## src/rtl/lsu_mem_master.sv

```systemverilog
// lsu_mem_master: RV32I load/store initiator for a word-addressed memory with
// combinational read; sub-word stores are done as read-modify-write.
`default_nettype none

module lsu_mem_master #(
   parameter int DEPTH_WORDS = 1024
) (
   input  logic        clk,
   input  logic        rst,
   input  logic        req_valid,
   output logic        req_ready,
   input  logic        req_store,
   input  logic [2:0]  req_funct3,
   input  logic [31:0] req_addr,
   input  logic [31:0] req_wdata,
   output logic        resp_valid,
   output logic [31:0] resp_rdata,
   output logic        resp_err,
   output logic        mem_we,
   output logic [31:0] mem_a,
   output logic [31:0] mem_wd,
   input  logic [31:0] mem_rd
);

   typedef enum logic [2:0] {
      IDLE = 3'd0,
      RD   = 3'd1,
      RMW  = 3'd2,
      WR   = 3'd3,
      RESP = 3'd4
   } state_t;

   state_t      state, state_n;
   logic [2:0]  f3_q;
   logic [31:0] addr_q;
   logic [31:0] wd_q;
   logic [31:0] rdata_q;
   logic        err_q;

   logic        f3_legal;
   logic        misaligned;
   logic        out_of_range;
   logic        req_err;
   logic [7:0]  lane_byte;
   logic [15:0] lane_half;
   logic [31:0] load_ext;
   logic [31:0] merged;

   // Request qualification, evaluated on the raw inputs at acceptance.
   always_comb begin
      f3_legal = (req_funct3 == 3'b000) || (req_funct3 == 3'b001) ||
                 (req_funct3 == 3'b010) ||
                 (!req_store && ((req_funct3 == 3'b100) || (req_funct3 == 3'b101)));
      misaligned = ((req_funct3[1:0] == 2'b01) && req_addr[0]) ||
                   ((req_funct3[1:0] == 2'b10) && (req_addr[1:0] != 2'b00));
      out_of_range = ({2'b00, req_addr[31:2]} >= 32'(DEPTH_WORDS));
      req_err = !f3_legal || misaligned || out_of_range;
   end

   always_comb begin
      lane_byte = mem_rd[{addr_q[1:0], 3'b000} +: 8];
      lane_half = addr_q[1] ? mem_rd[31:16] : mem_rd[15:0];
      case (f3_q)
         3'b000:  load_ext = {{24{lane_byte[7]}}, lane_byte};
         3'b001:  load_ext = {{16{lane_half[15]}}, lane_half};
         3'b100:  load_ext = {24'h0, lane_byte};
         3'b101:  load_ext = {16'h0, lane_half};
         default: load_ext = mem_rd;
      endcase
   end

   always_comb begin
      merged = mem_rd;
      if (f3_q[1:0] == 2'b00) begin
         merged[{addr_q[1:0], 3'b000} +: 8] = wd_q[7:0];
      end else if (f3_q[1:0] == 2'b01) begin
         if (addr_q[1]) merged[31:16] = wd_q[15:0];
         else           merged[15:0]  = wd_q[15:0];
      end
   end

   always_ff @(posedge clk or posedge rst) begin
      if (rst) state <= IDLE;
      else     state <= state_n;
   end

   always_comb begin
      state_n = state;
      case (state)
         IDLE: begin
            if (req_valid) begin
               if (req_err)                       state_n = RESP;
               else if (!req_store)               state_n = RD;
               else if (req_funct3[1:0] == 2'b10) state_n = WR;
               else                               state_n = RMW;
            end
         end
         RD:      state_n = RESP;
         RMW:     state_n = WR;
         WR:      state_n = RESP;
         RESP:    state_n = IDLE;
         default: state_n = IDLE;
      endcase
   end

   always_ff @(posedge clk or posedge rst) begin
      if (rst) begin
         f3_q    <= 3'b000;
         addr_q  <= 32'h0;
         wd_q    <= 32'h0;
         rdata_q <= 32'h0;
         err_q   <= 1'b0;
      end else begin
         case (state)
            IDLE: begin
               if (req_valid) begin
                  f3_q    <= req_funct3;
                  addr_q  <= req_addr;
                  wd_q    <= req_wdata;
                  rdata_q <= 32'h0;
                  err_q   <= req_err;
               end
            end
            RD:      rdata_q <= load_ext;
            RMW:     wd_q    <= merged;
            default: ;
         endcase
      end
   end

   // All outputs are decoded from state so request inputs never reach mem_we.
   assign req_ready  = (state == IDLE);
   assign resp_valid = (state == RESP);
   assign resp_rdata = (state == RESP) ? rdata_q : 32'h0;
   assign resp_err   = (state == RESP) && err_q;
   assign mem_we     = (state == WR);
   assign mem_wd     = (state == WR) ? wd_q : 32'h0;
   assign mem_a      = {2'b00, addr_q[31:2]};

endmodule

`default_nettype wire
```

## config.mk

```make
export PLATFORM = sky130hd
export DESIGN_NAME = lsu_mem_master
export DESIGN_NICKNAME = d
export VERILOG_FILES = /design/src/rtl/lsu_mem_master.sv
export SDC_FILE = /design/constraint.sdc
export NUM_CORES = 1
export LEC_CHECK = 0
export BUFFER_PORTS_ARGS = -buffer_cell sky130_fd_sc_hd__clkbuf_2
export CAP_MARGIN = 20
export CORE_UTILIZATION = 45
export CTS_BUF_LIST = sky130_fd_sc_hd__clkbuf_4
export DETAILED_ROUTE_END_ITERATION = 6
export GPL_TIMING_DRIVEN = 0
export PLACE_DENSITY = 0.77
export SYNTH_ARGS = -nofsm -noshare
export SYNTH_HDL_FRONTEND = slang
export SYNTH_SLANG_ARGS = --single-unit
export TNS_END_PERCENT = 10
```

## constraint.sdc

```tcl
create_clock -name clk -period 6.3 [get_ports clk]
set_input_delay 1.26 -clock clk [delete_from_list [all_inputs] [get_ports clk]]
set_output_delay 1.26 -clock clk [all_outputs]
set_load 0.03 [all_outputs]
```

Word-level counts from Yosys, hierarchy flattened:

Cells that the tools add are included.
W data, S select, Z words.

* flip-flop bits (word level): 103
* latch bits: 0
* RAM bits: 0
* memory bits (read-only): 0
* bits of input ports: 103
* output and inout port bits: 100
* logic and storage cells: 71
* memories: 0

* add/sub/neg operators: 1
* multipliers: 0
* div/mod/pow operators: 0
* $lt $le $gt $ge: 1
* equality and inequality tests: 16
* shift-type cells: 3
* multiplexer cells: 18
* bitwise operators: 0
* reduce and logical (&&, ||, !) cells: 25

Operators by type and width (number)
* $mux W32: 6
* $pmux W32 S2: 2
* $pmux W32 S4: 1
* $mux W16: 3
* $bwmux W32: 1
* $shift A8 B7 Y32 const A: 1
* $shiftx A32 B6 Y8: 1
* $shiftx A8 B7 Y32: 1
* $ge A30 B11 Y1 const B: 1
* $eq A3 B3 Y1 const B: 5
* $eq A3 B1 Y1 const B: 3
* $eq A3 B2 Y1 const B: 3
* $logic_not A3 Y1: 3
* $pmux W3 S3: 1
* $logic_or A1 B1 Y1: 7
* $neg A5 Y7: 1
* $mux W3: 2
* $reduce_and A2 Y1: 3
* $reduce_bool A2 Y1: 3
* $eq A2 B1 Y1 const B: 2
* $logic_and A1 B1 Y1: 4
* $ne A4 B4 Y1 const B: 1
* $reduce_and A3 Y1: 1
* $eq A2 B2 Y1 const B: 1
* 6 further kinds: 7

Depth between registers and ports, before layout:

* depth after elaboration: 10
* gate-level depth with buffers: 8
* mapped depth without buffers: 6

Worst setup path after synthesis:

OpenSTA, ideal clock, no wires.

* path type: reg-to-output
* from: reg state[1]
* to: out resp_rdata[22]
* arrival: 1.779 ns
* data required time: 5.040 ns
* path slack: 3.261 ns
* stages on the path, launching flop included: 5
* path buffers: 2
* cells stage by stage: dfrtp_1 -> clkbuf_1 -> nor3b_1 -> clkbuf_1 -> and2_1

* word-level cells in the longest chain between the ends: 2

RTL lines
* start, declared: line 33 `state_t state, state_n;`
* start signal, assigned: line 84 `else state <= state_n;`
* $eq A3 B3 Y1
* via resp_valid: line 16 `output logic resp_valid,`
* $mux W32: line 134 `assign resp_rdata = (state == RESP) ? rdata_q : 32'h0;`
* end, declared: line 17 `output logic [31:0] resp_rdata,`

The timed path passes the listed nets, and every way through them passes these cells.

Final worst setup path:

* from: reg state[1]
* to: out resp_rdata[4]

* word-level cells in the longest chain between the ends: 2

RTL lines (line)
* $eq A3 B3 Y1: 134
* $mux W32: 134

No other way between the ends.

==> results.md <==
* Status: finished, final reports clean
* Dpl cells at 983
* Cts bufs inserted at 9
* Clock Pin Slew Worst Setup and Hold Paths at 0.15 ns
* Share of layout cells above drive strength 1 at 38.2%
* Flop pwr share at 48.8%
* N_diodes at 0
* Seq/Total Area, Yosys at 42.7%
* Critical path's most frequent cell: clkbuf_1
* Internal power at 0.00108 W
* Complex-gate fraction of the synthesized area at 15.7%
* Initial DRT Pass Iterations at 5
* Worst vdd ir at 102 uV
* # hold bufs at CTS at 0
* Clock skew at 0.0109 ns
* Drt drc at 0
* Async set-reset flop share out of synthesis at 100%
* Worst slew pin tran at 0.887 ns
* Mux cell area share after synthesis at 12.7%
* Fin crit share at 63.9%
* Crit path max fanout at 10
* NetSw at 0.000518 W
* Core Rows at 41
* Vias in the first global route at 5,462
* Critical-path top delay cell: nor3b_1
* Final Max Slew Viols at 0
* Initial Util at 47.0%
* Post_cts resized at 0
* First-pass GRT wire length at 28,800 microns
* Number of synthesized flops with an enable pin at 0
* Vias/cell at 5.69
* Hold Vio Cnt, Final at 0
* Synth Area in Adders at 1.04%
* Count of different cell masters after synthesis at 47
* Synth Area in XOR/XNOR at 0%
* Setup TNS Final at 0 ns
* Critical path, cell by cell: clkbuf_1 -> nor3b_1 -> clkbuf_1 -> and2_1 -> clkbuf_2
* Path type of the worst setup path: reg2out
* Die Width at 118 microns
* Worst endpoint required time at 5.04 ns
* Gr ovfl total at 0
* Die Y at 118 microns
* Slowest Stage Delay on Critical Path at 0.77 ns
* H-tree depth at 3
* Setup Viol. Count Final at 0
* Num Clock Sinks at 103
* Clk buf depth at 2
* Port Buffers at 200
* RSZ-0062 raised after global routing: no
* Die Area at 0.0139 sq mm
* Clock latency on the worst-skew pair at 0.48 ns
* Worst setup EP type: primary output
* Synth Instances at 609
* Tightest Hold Check Type: reg2reg
* GRT Overall Usage at 26.6%
* Worst slew margin at 40.7%
* Clock group share of total power at 24.0%
* Post-CTS setup buffers at 0
* I/O pin count at 203
* Final std cells w/o fill at 999
* Fin crit period at 4.02 ns
* PwrDens at 214 mW/mm^2
* Logic gate share of total power at 27.2%
* ANT nets after route at 0
* Nets at 930
* Fmax at 249 MHz
* Routability cong. at 0.949
* Total core area at 0.0128 sq mm
* Worst setup SP type: flop
* Final WL at 18,300 microns
* Worst Path Arrival at 2.76 ns
* Initial DRC count at 436
* Syn Area/Cell at 9.90 sq um
* Fillers at 1,163
* Leakage at 3.81 nW
* Max Cap Viol at 0
* Yosys warns at 0
* Synthesis-to-layout area growth at 23.3%
* Synth Cell Area at 0.00603 sq mm
* Clock Tree Root: clkbuf_4
* Initial antenna violation count at 0
* WL per Instance at 18.3 microns
* Largest net degree at the start of global routing at 68
* Sw frac at 32.5%
* Synth Area in Simple Gates at 20.5%
* DR vias at 5,683
* Ys flop type: dfrtp_1
* DP HPWL at 14,400 microns
* CTS tree: built
* Largest family of logic cells by synthesized area: simple AND/OR/NAND/NOR gates
* Synth Register Bits at 103
synth_stat cells (all sizes together) (4+ instances only):
master,instances,area share (%)
nor2b,18,1.9
a22o,8,1.2
dfrtp,103,43
mux2,51,9.5
o31ai,9,1.3
nand2b,21,2.2
and2,37,3.8
inv,4,0.25
nand2,58,3.6
o21ai,24,2.1
clkbuf,31,1.9
ha,5,1.0
a32o,8,1.3
nand3,10,0.83
nor4b,4,0.93
mux2i,17,2.8
nor4,7,0.73
a22oi,23,2.9
a21oi,21,1.7
nor2,24,1.5
o221ai,23,3.3
a221oi,8,1.2
and3,33,3.4
buf,42,5.1
worst paths after layout:
| check | start | end | slack (ns) | depth (start not counted) |
|---|---|---|---|---|
| worst max-delay path | state[1] | resp_rdata[4] | 2.28 | 5 |
| worst min register to register | rdata_q[1] | rdata_q[1] | 0.49 | 2 |
| min in group asynchronous | rst | rdata_q[19] | 0.77 | 2 |
| max in group asynchronous | rst | wd_q[21] | 4.83 | 3 |
| worst max register to register | addr_q[1] | wd_q[11] | 3.77 | 8 |
| worst min-delay path | rdata_q[1] | rdata_q[1] | 0.49 | 2 |
flip-flops by register name, indices dropped and copies added, names as in the netlist:
signal and flops:
addr_q 32, err_q 1, f3_q 3, rdata_q 32, state 3, wd_q 32
layer usage:
| layer | part of all wire [%] | GRT usage (%) | vias up |
|---|---|---|---|
| li1 | - | - | 2608 |
| met1 | 44 | 36.4 | 2798 |
| met2 | 47 | 41.4 | 238 |
| met3 | 6.4 | 4.12 | 39 |
| met4 | 3.1 | 11.9 | 0 |
| met5 | 0 | 0 | - |
worst max-delay path: cells and delay by family (launching register included):
kind / cells / cell delay [ns]
and+or+nand+nor: 2 / 0.98
DFF: 1 / 0.45
buffers and inverters: 3 / 0.86
layout make-up:
cell class	instances	area (sq um)	area share, %
plain buffers	73	424	5.70
clock buffers	11	82.6	1.11
clock inverters	5	72.6	0.976
inverters	4	17.5	0.236
multi-input cells	430	3020	40.6
flip-flops and latches	103	2580	34.7
well taps	172	215	2.89
repair buffers	201	1030	13.8
cell families after synthesis:
kind of cell / Yosys count
AND/OR/NAND/NOR: 225
AO/OA/AOI/OAI: 129
flip-flops: 103
buffers and inverters: 77
multiplexers: 69
adder cells (fa/ha/maj): 5
other: 1
per-stage QoR:
step	hold slack, ns	total power, W	setup slack, ns	utilization [%]	area (sq um)
6_report	0.493	0.00159	2.28	58.0	7440
5_1_grt	0.523	0.00167	2.09	58.0	7440
4_1_cts	0.495	0.00160	2.26	58.0	7440
3_5_place_dp	0.462	0.00122	2.81	56.8	7280
3_3_place_gp	0.463	0.00121	1.12	56.5	7250
2_1_floorplan	0.442	0.00107	2.34	-	6040
cell usage in the layout (no fill, tap or decap), types with 2 or more instances in the layout:
cell type | synthesis | layout
a21oi_1 | 21 | 21
a221oi_1 | 8 | 8
a22o_1 | 8 | 8
a22oi_1 | 23 | 23
a32o_1 | 8 | 8
and2_1 | 37 | 37
and3_1 | 33 | 33
buf_2 | 6 | 6
buf_4 | 32 | 32
buf_6 | 3 | 3
bufinv_16 | 0 | 2
clkbuf_1 | 31 | 31
clkbuf_2 | 0 | 200
clkbuf_4 | 0 | 11
clkinv_1 | 0 | 2
conb_1 | 1 | 2
dfrtp_1 | 103 | 103
ha_1 | 5 | 5
inv_1 | 4 | 3
mux2_2 | 51 | 51
mux2i_1 | 17 | 17
nand2_1 | 58 | 58
nand2b_1 | 21 | 21
nand3_1 | 10 | 10
nor2_1 | 24 | 24
nor2b_1 | 18 | 18
nor3_1 | 3 | 3
nor3b_1 | 3 | 3
nor4_1 | 7 | 7
nor4b_1 | 2 | 2
o21ai_0 | 22 | 22
o221ai_1 | 23 | 23
o31ai_1 | 7 | 7
o31ai_2 | 2 | 2
or3b_1 | 2 | 2
power by group through the flow:
stage                     combinational [W]  sequential (W)  clock, W
after floorplan                    0.000306        0.000765         0
after global placement             0.000424        0.000786         0
after detailed placement           0.000432        0.000788         0
after CTS                          0.000433        0.000775  0.000390
after global routing               0.000469        0.000784  0.000416
final                              0.000434        0.000778  0.000382
Power figures use the tool's default switching activity.
